**src/rtl/counter_timer_pkg.sv**
```systemverilog
// rtl/counter_timer_pkg.sv - shared types and defaults for the counter timer controller
package counter_timer_pkg;

    typedef enum logic {
        IDLE = 1'b0,
        RUN  = 1'b1
    } state_e;

    localparam int MISSED_WIDTH_DEFAULT = 8;

endpackage

```
**src/rtl/counter_timer_ctrl_counter.sv**
```systemverilog
// rtl/counter_timer_ctrl_counter.sv - settable up-counter shared by timer datapaths
module counter #(
    parameter int WIDTH            = 32,
    parameter int INCREMENT_AMOUNT = 1
) (
    input  logic             clk,
    input  logic             rst,
    input  logic             set_i,
    input  logic [WIDTH-1:0] set_value_i,
    output logic [WIDTH-1:0] count_o
);

    logic [WIDTH-1:0] count_q;
    logic [WIDTH-1:0] count_d;

    // set has priority; a clear set advances by the fixed increment
    always_comb begin
        count_d = count_q + WIDTH'(INCREMENT_AMOUNT);
        if (set_i) begin
            count_d = set_value_i;
        end
    end

    always_ff @(posedge clk) begin
        if (rst) begin
            count_q <= '0;
        end else begin
            count_q <= count_d;
        end
    end

    assign count_o = count_q;

endmodule

```
**src/rtl/counter_timer_ctrl.sv**
```systemverilog
// rtl/counter_timer_ctrl.sv - one-shot/periodic timer sequencing a settable counter
module counter_timer_ctrl
    import counter_timer_pkg::*;
#(
    parameter int WIDTH          = 32,
    parameter int PRESCALE_WIDTH = 8,
    parameter int MISSED_WIDTH   = MISSED_WIDTH_DEFAULT
) (
    input  logic                      clk,
    input  logic                      rst,
    input  logic                      start_i,
    input  logic                      stop_i,
    input  logic                      periodic_i,
    input  logic [WIDTH-1:0]          period_i,
    input  logic [PRESCALE_WIDTH-1:0] prescale_i,
    input  logic                      irq_ack_i,
    output logic                      busy_o,
    output logic [WIDTH-1:0]          count_o,
    output logic                      irq_o,
    output logic [MISSED_WIDTH-1:0]   missed_o,
    output logic                      err_o
);

    state_e                    state_q, state_d;
    logic [PRESCALE_WIDTH-1:0] prescaler_q, prescaler_d;
    logic [PRESCALE_WIDTH-1:0] prescale_q, prescale_d;
    logic [WIDTH-1:0]          period_q, period_d;
    logic                      periodic_q, periodic_d;
    logic                      irq_q, irq_d;
    logic [MISSED_WIDTH-1:0]   missed_q, missed_d;
    logic                      err_q, err_d;

    logic                      cnt_set;
    logic [WIDTH-1:0]          cnt_set_value;
    logic [WIDTH-1:0]          count;
    logic                      tick;
    logic                      expire;
    logic                      start_legal;

    counter #(
        .WIDTH            (WIDTH),
        .INCREMENT_AMOUNT (1)
    ) u_counter (
        .clk         (clk),
        .rst         (rst),
        .set_i       (cnt_set),
        .set_value_i (cnt_set_value),
        .count_o     (count)
    );

    assign start_legal = (period_i != '0);
    assign tick        = (prescaler_q == prescale_q);

    always_comb begin
        state_d       = state_q;
        prescaler_d   = prescaler_q;
        prescale_d    = prescale_q;
        period_d      = period_q;
        periodic_d    = periodic_q;
        err_d         = 1'b0;
        expire        = 1'b0;
        cnt_set       = 1'b1;
        cnt_set_value = count;

        // stop outranks start, so a start alongside stop is dropped silently
        if (stop_i) begin
            state_d     = IDLE;
            prescaler_d = '0;
        end else if (start_i && start_legal) begin
            state_d       = RUN;
            prescaler_d   = '0;
            prescale_d    = prescale_i;
            period_d      = period_i;
            periodic_d    = periodic_i;
            cnt_set_value = '0;
        end else begin
            err_d = start_i;
            if (state_q == RUN) begin
                prescaler_d = tick ? '0 : prescaler_q + PRESCALE_WIDTH'(1);
                if (tick) begin
                    if (count == period_q - WIDTH'(1)) begin
                        expire        = 1'b1;
                        cnt_set_value = '0;
                        if (!periodic_q) begin
                            state_d = IDLE;
                        end
                    end else begin
                        cnt_set = 1'b0;
                    end
                end
            end
        end
    end

    // an expiration landing on an ack keeps irq high but still clears missed
    always_comb begin
        irq_d    = irq_q;
        missed_d = missed_q;
        if (irq_ack_i) begin
            irq_d    = 1'b0;
            missed_d = '0;
        end
        if (expire) begin
            irq_d = 1'b1;
            if (irq_q && !irq_ack_i && (missed_q != '1)) begin
                missed_d = missed_q + MISSED_WIDTH'(1);
            end
        end
    end

    always_ff @(posedge clk) begin
        if (rst) begin
            state_q     <= IDLE;
            prescaler_q <= '0;
            prescale_q  <= '0;
            period_q    <= '0;
            periodic_q  <= 1'b0;
            irq_q       <= 1'b0;
            missed_q    <= '0;
            err_q       <= 1'b0;
        end else begin
            state_q     <= state_d;
            prescaler_q <= prescaler_d;
            prescale_q  <= prescale_d;
            period_q    <= period_d;
            periodic_q  <= periodic_d;
            irq_q       <= irq_d;
            missed_q    <= missed_d;
            err_q       <= err_d;
        end
    end

    assign busy_o   = (state_q == RUN);
    assign count_o  = count;
    assign irq_o    = irq_q;
    assign missed_o = missed_q;
    assign err_o    = err_q;

endmodule
```
**config.mk**
```make
export PLATFORM = sky130hd
export DESIGN_NAME = counter_timer_ctrl
export DESIGN_NICKNAME = d
export VERILOG_FILES = /design/src/rtl/counter_timer_pkg.sv /design/src/rtl/counter_timer_ctrl_counter.sv /design/src/rtl/counter_timer_ctrl.sv
export SDC_FILE = /design/constraint.sdc
export NUM_CORES = 1
export LEC_CHECK = 0
export ABC_AREA = 1
export ABC_CLOCK_PERIOD_IN_PS = 2100
export CAP_MARGIN = 20
export CORE_ASPECT_RATIO = 0.6
export CORE_MARGIN = 2
export CORE_UTILIZATION = 32
export CTS_CLUSTER_SIZE = 16
export DETAILED_ROUTE_END_ITERATION = 7
export PLACE_DENSITY = 0.58
export SETUP_SLACK_MARGIN = 0.3
export SYNTH_ARGS = -nofsm -noshare
export SYNTH_HDL_FRONTEND = slang
export SYNTH_SLANG_ARGS = --single-unit
export TNS_END_PERCENT = 20
```
**constraint.sdc**
```tcl
create_clock -name clk -period 2.1 [get_ports clk]
set_clock_uncertainty 0.05 [all_clocks]
set_input_delay 0.42 -clock clk [delete_from_list [all_inputs] [get_ports clk]]
set_output_delay 0.42 -clock clk [all_outputs]
set_load 0.01 [all_outputs]
```
==> out/metrics.cfg, run 1 <==
[floorplan]
rows = 38
dieArea_um2 = 19800
die_x_um = 180
die_h_um = 110
top_level_ports = 89
design.core.area_um2 = 18200
initial_core_util_pct = 32.9

[detailed_routing]
detail_route.first_pass.iterations = 5
route.detailed.drc = 0
detailroute.via_count = 7005
wl_per_instance_um = 14.5
post_drt_via_cell_ratio = 4.77
detail_route.iter0.violations = 504
totalWireLength_mm = 21.3
route.antenna.remaining_nets = 0

[synthesis]
synth_top_family_by_area = simple AND/OR/NAND/NOR gates
synthSimpleGateAreaFrac_pct = 41.9
syn-num-nets = 1010
synthesis.instances = 960
synth_top_area_cell = dfxtp_1
share_of_yosys_cell_area_claimed_by_the_top_area_cell_type_pct = 30.8
synth.yosys.warnings = 0
adder_and_majority_gate_portion_of_the_synthesized_area_pct = 0.837
yosysUniqueCellTypes = 37
synth_mux_area_share_pct = 0
synth_flop_cell = dfxtp_1
synthMostInstantiatedCell = nand2_1
post_synth_xor_area_fraction_pct = 8.35
yosys_register_bits = 92
synth_area_um2 = 5980
yosysSeqAreaShare_pct = 30.8
synth.avg_cell_area_um2 = 6.23
number_of_flops_mapped_to_enable_cells_by_yosys = 0
synth-compound-area-share_pct = 8.69
synthTopCellsByArea = dfxtp_1, nand2_1, nor2_1, inv_1, xor2_1
synth-async-reset-ratio_pct = 0
post_synth_most_frequent_cells = nand2_1, nor2_1, inv_1

[cells_and_area]
area_delta_synth_final_pct = 57.3
antenna_cells = 0
combined_area_of_the_multi_input_logic_cells_um2 = 4060
fin_nets = 1275
final_layout_size_suffix_gt1_share_pct = 28.5
stdcell_count = 1470
fillers = 1845
final_core_utilization_pct = 51.8
layout.area.seq_um2 = 1860

[global_route]
global_route.overflow_total = 0
grt_pass1_vias = 6246
grt_max_degree = 32
grt_pass1_wl_mm = 33.0
antenna_found_initial = 0
groute.usage.overall_pct = 21.1

[power]
vdd_drop_max_mv = 0.346
combinationalPowerShare_pct = 29.6
p_leak_nw = 4.46
switching_power_mw = 1.68
share_seq_of_total_power_pct = 37.3
internal-power_mw = 3.28
switching_fraction_pct = 33.9
powerDensity_nw_per_um2 = 528
power.share.clock_pct = 33.1

[status]
status = complete, but fails checks
violations_in_the_final_reports = setup timing

[worst_setup_path]
crit_path_end_kind = register
worst-endpoint-arrival_ps = 2580
timing.setup.critical_path_class = register to register
crit_required_ps = 2290
cp_max_fo = 6
timing.critical_path.from_type = register

[timing]
min_period_over_period_pct = 113
slew_headroom_pct = 69.3
layout_setup_ws_ps = -282
final.min_clock_period_ps = 2380
setup_viol_count_final = 42
rsz0062_at_grt = true
max_clock_freq_ghz = 0.420
fin_setup_tns_ps = -9520
number_of_max_slew_violations_in_the_final_report = 0
worst-slew-pin-transition_ps = 458
report.final.hold_viol_count = 0

[clocking]
clk-insertion-delay-late_ps = 360
htree_levels = 3
ctsHoldBuffers = 0
ctsLongestPathBuffers = 2
cts_root_buffer = clkbuf_16
clkSlewWorstSetupHoldPaths_ps = 70
clock_sink_count = 92
clock_tree_from_tritoncts = done
cts_buf_count = 9

[place]
placed_cells = 1442
dp.final_hpwl_mm = 16.8
io_buffers = 88
routabilityCongestion = 0.925

[job]
maxCapViolations = 0

[min_path]
min_path_type = input port to register

==> final timing paths <==
check                from  slack [ps]              endpoint  cells past startpoint
max reg2reg   period_q[6]        -280  u_counter.count_o[7]                     14
max           period_q[6]        -280  u_counter.count_o[7]                     14
min reg2reg    periodic_q         420            periodic_q                      2
min          period_i[19]         410          period_q[19]                      4
==> stage by stage <==
stage	worst slack [ps]	area, µm²	total power [mW]	hold slack [ps]
2_1_floorplan	44.5	6040	2.54	382
3_3_place_gp	-550	8460	3.08	392
3_5_place_dp	-569	8460	3.09	400
4_1_cts	-236	8990	4.84	411
5_1_grt	-379	9400	5.20	442
6_report	-282	9400	4.96	410
==> sequential cells by signal (all words and copies together) (netlist names) <==
name,cells
irq_o,1
prescaler_q,8
err_o,1
period_q,32
missed_o,8
u_counter.count_o,32
periodic_q,1
prescale_q,8
busy_o,1
==> power groups by stage <==
stage | clock [mW] | sequential, mW | combinational, mW
6_report | 1.64 | 1.85 | 1.47
5_1_grt | 1.74 | 1.85 | 1.60
4_1_cts | 1.69 | 1.84 | 1.32
3_5_place_dp | 0 | 1.88 | 1.21
3_3_place_gp | 0 | 1.88 | 1.21
2_1_floorplan | 0 | 1.87 | 0.665
==> critical path, stage by stage, from the launching register on <==
cell,delay (ps)
dfxtp_2,360
nor2_4,130
nand2_2,90
nor2_4,170
buf_6,160
nand2_2,80
o21ai_2,220
nand3_2,130
nor2_4,130
nand3_4,120
o21ai_4,200
nand2_4,90
nand2_8,120
clkbuf_16,160
nor2_1,50
==> cell usage in the layout (no fill, tap or decap), drive strengths merged <==
cell type	instances
nor4	3
inv	124
o21ai	38
clkinv	5
a21oi	60
clkbuf	11
ha	4
xor2	36
a31oi	2
and2	4
or2	2
nor3	31
buf	183
dlygate4sd2	28
nand3	55
nor2	178
dfxtp	92
clkdlybuf4s50	43
dlymetal6s2s	16
nand3b	5
clkdlybuf4s15	1
nand2	258
xnor2	21
o22ai	2
nand4	28
==> final cells by class <==
cell class,instances,area share [%]
inverters,122,4.95
repair buffers,273,25.7
well taps,240,3.19
multi-input cells,727,43.2
clock buffers,9,2.40
clock inverters,7,0.732
flip-flops and latches,92,19.8
==> metal layers <==
| layer | share of wire, % | global-route usage, % | vias to the layer above | routed length, µm |
|---|---|---|---|---|
| met2 | 40 | 30.0 | 199 | 8580 |
| met4 | 0.85 | 4.26 | 0 | 180 |
| met3 | 6.8 | 4.34 | 17 | 1460 |
| li1 | - | - | 3585 | - |
| met1 | 52 | 32.3 | 3204 | 11100 |
| met5 | 0 | 0 | - | 0 |
==> timing repair <==
item / CTS / global route
endpoints found under the setup margin: 129 / 113
cloned: 1 / 2
endpoints found under the hold margin: 0 / 0
buffers inserted: 7 / 2
pin swaps: 31 / 46
resized for setup: 95 / 104
==> kinds of logic after synthesis <==
family | count (synthesis)
AO/OA/AOI/OAI | 102
XOR/XNOR | 57
adder cells (fa/ha/maj) | 4
buffers and inverters | 142
flip-flops | 92
AND/OR/NAND/NOR | 563
(Power assumes the default switching activity.)
==> run 2: changes to the inputs <==
--- a/config.mk
+++ b/config.mk
@@ -9,11 +9,11 @@
 export ABC_CLOCK_PERIOD_IN_PS = 2100
 export CAP_MARGIN = 20
 export CORE_ASPECT_RATIO = 0.6
-export CORE_MARGIN = 2
 export CORE_UTILIZATION = 32
 export CTS_CLUSTER_SIZE = 16
 export DETAILED_ROUTE_END_ITERATION = 7
-export PLACE_DENSITY = 0.58
+export DONT_BUFFER_PORTS = 1
+export PLACE_DENSITY = 0.51
 export SETUP_SLACK_MARGIN = 0.3
 export SYNTH_ARGS = -nofsm -noshare
 export SYNTH_HDL_FRONTEND = slang
==> out/metrics.cfg, run 2 (synthesized netlist as in run 1, its figures left out) <==
[floorplan]
top_level_ports = 89  ; unchanged
die_h_um = 108  ; was 110 µm
die_x_um = 178  ; was 180 µm
dieArea_um2 = 19200  ; was 19,800 µm²
rows = 38  ; unchanged
design.core.area_um2 = 18200  ; unchanged
initial_core_util_pct = 32.9  ; unchanged

[detailed_routing]
detail_route.iter0.violations = 576  ; was 504
detail_route.first_pass.iterations = 5  ; unchanged
route.antenna.remaining_nets = 0  ; unchanged
detailroute.via_count = 6509  ; was 7,005
route.detailed.drc = 0  ; unchanged
post_drt_via_cell_ratio = 4.79  ; was 4.77
wl_per_instance_um = 15.7  ; was 14.5 µm
totalWireLength_mm = 21.3  ; about the same

[worst_setup_path]
regToRegEndpoint = missed_o[0]  ; was u_counter.count_o[7]
rr_worst_depth = 16  ; was 14
worst-r2r-setup-slack_ps = -270  ; was -280 ps
worst-endpoint-arrival_ps = 2620  ; was 2580 ps
timing.setup.critical_path_class = register to register  ; unchanged
worstReg2RegStart = period_q[0]  ; was period_q[6]
critical-path-slowest-cell = dfxtp_2  ; unchanged
crit_required_ps = 2350  ; was 2290 ps
timing.critical_path.from_type = register  ; unchanged
cell_chain_of_the_critical_path = inv_4 -> ha_4 -> xnor2_2 -> nor2_2 -> nand2_1 -> nor2_2 -> nand2_1 -> nor2_1 -> nand2_1 -> nor2_2 -> nand3_2 -> nor2_4 -> nand4_4 -> o21ai_1 -> inv_1 -> nor2_1  ; was nor2_4 -> nand2_2 -> nor2_4 -> buf_6 -> nand2_2 -> o21ai_2 -> nand3_2 -> nor2_4 -> nand3_4 -> o21ai_4 -> nand2_4 -> nand2_8 -> clkbuf_16 -> nor2_1
crit_path_end_kind = register  ; unchanged
cp_max_fo = 5  ; was 6
critPathMaxStageDelay_ps = 350  ; was 360 ps

[cells_and_area]
antenna_cells = 0  ; unchanged
fillers = 1961  ; was 1,845
final_core_utilization_pct = 44.7  ; was 51.8%
most-common-layout-cells = nand2_1, buf_4, nor2_1  ; unchanged
final_common_cell = nand2_1  ; unchanged
final_layout_size_suffix_gt1_share_pct = 27.1  ; was 28.5%
fin_nets = 1165  ; was 1,275
area_delta_synth_final_pct = 35.9  ; was 57.3%
layout.cell_area.non_filler_um2 = 8120  ; was 9400 µm²

[timing]
report.final.hold_viol_count = 0  ; unchanged
layout_setup_ws_ps = -271  ; was -282 ps
final.min_clock_period_ps = 2370  ; was 2380 ps
rsz0062_at_grt = true  ; unchanged
setup_viol_count_final = 42  ; unchanged
slew_headroom_pct = 65.9  ; was 69.3%
worst-slew-pin-transition_ps = 509  ; was 458 ps
number_of_max_slew_violations_in_the_final_report = 0  ; unchanged
min_period_over_period_pct = 113  ; about the same
fin_setup_tns_ps = -8220  ; was -9520 ps
max_clock_freq_ghz = 0.422  ; was 0.420 GHz

[min_path]
min_path_type = input port to register  ; unchanged
hold_path_startpoint = rst  ; was period_i[19]
holdPathStages = 1  ; was 4
hold_path_end = missed_o[7]  ; was period_q[19]

[clocking]
cts_buf_count = 9  ; unchanged
clk-insertion-delay-late_ps = 370  ; was 360 ps
clock_sink_count = 92  ; unchanged
clock_tree_from_tritoncts = done  ; unchanged
cts_root_buffer = clkbuf_16  ; unchanged
ctsLongestPathBuffers = 2  ; unchanged
htree_levels = 3  ; unchanged
clkSlewWorstSetupHoldPaths_ps = 80  ; was 70 ps

[global_route]
groute.usage.overall_pct = 22.8  ; was 21.1%
grt_pass1_vias = 5895  ; was 6,246
grt_pass1_wl_mm = 32.9  ; was 33.0 mm
global_route.overflow_total = 0  ; unchanged
antenna_found_initial = 0  ; unchanged
grt_max_degree = 52  ; was 32

[status]
status = complete, but fails checks  ; unchanged
violations_in_the_final_reports = setup timing  ; unchanged

[power]
switching_power_mw = 1.57  ; was 1.68 mW
share_seq_of_total_power_pct = 39.4  ; was 37.3%
p_total_mw = 4.68  ; was 4.96 mW
p_leak_nw = 3.71  ; was 4.46 nW
powerDensity_nw_per_um2 = 577  ; was 528 nW/µm²
internal-power_mw = 3.11  ; was 3.28 mW
power.share.clock_pct = 34.5  ; was 33.1%
vdd_drop_max_mv = 0.365  ; was 0.346 mV
combinationalPowerShare_pct = 26.1  ; was 29.6%
switching_fraction_pct = 33.6  ; was 33.9%

[place]
dp.final_hpwl_mm = 16.8  ; about the same
placed_cell_area_um2 = 7440  ; was 8460 µm²
routabilityCongestion = 0.967  ; was 0.925
io_buffers = 0  ; was 88

[job]
maxCapViolations = 0  ; unchanged

-- run 2: changes by cell type in the layout (fill, tap and decap cells not counted), sizes merged --
| cell | delta |
|---|---|
| buf | -21 |
| clkbuf | -2 |
| clkdlybuf4s15 | -1 |
| clkdlybuf4s50 | -43 |
| clkinv | -2 |
| clkinvlp | +2 |
| dlygate4sd2 | -28 |
| dlymetal6s2s | -16 |
| nor2 | +1 |
-- run 2: cell type report --
cell class	count	area, µm²	share of cell area (%)
multi-input combinational	728	3940	48.6
sequential	92	1860	22.9
timing repair buffer	162	1270	15.7
inverter	122	460	5.67
tap	240	300	3.70
clock buffer	9	225	2.77
clock inverter	7	57.6	0.709
-- run 2: timing repair --
item,CTS,global route
resized for setup,63,30
pin swaps,32,33
buffers inserted,4,3
hold buffers,0,0
setup endpoints to repair,42,49
cloned,3,0
-- run 2: worst max-delay path: cells and delay by family (launching register included) --
family                     cells  cell delay, ps
adders and majority gates      1             230
AOI/OAI and AO/OA              1             120
buffers and inverters          2             100
xor gates and xnor gates       1             120
and+or+nand+nor               11            1330
DFF                            1             350
-- run 2: metrics by stage --
step           setup WS (ps)  std cells  hold slack (ps)
2_1_floorplan           44.5        960              382
3_3_place_gp            -368       1334              410
3_5_place_dp            -347       1334              403
4_1_cts                 -194       1357             39.4
5_1_grt                 -414       1360             34.8
6_report                -271       1360             53.7
-- run 2: power by group through the flow --
stage	Combinational [mW]	Clock [mW]	Sequential, mW
finish	1.22	1.62	1.85
global route	1.35	1.73	1.85
CTS	1.17	1.67	1.84
detailed placement	1.05	0	1.88
global placement	1.06	0	1.88
floorplan	0.665	0	1.87
-- run 2: per-layer routing --
metal	global-route usage, %	vias to the layer above	routed length (µm)
met5	0	-	0
li1	-	3358	-
met3	6.32	7	1810
met2	29.7	211	8140
met4	3.87	0	124
met1	35.9	2933	11200
-- run 2: worst max-delay path by stage --
stage                 start                    end  cells past startpoint
6_report        period_q[0]            missed_o[0]                     16
4_1_cts         period_q[1]            missed_o[0]                     16
3_5_place_dp    period_q[7]            missed_o[0]                     12
2_1_floorplan   period_q[1]  u_counter.count_o[16]                     16
3_3_place_gp    period_q[7]            missed_o[0]                     12
5_1_grt        period_q[12]            missed_o[0]                     15
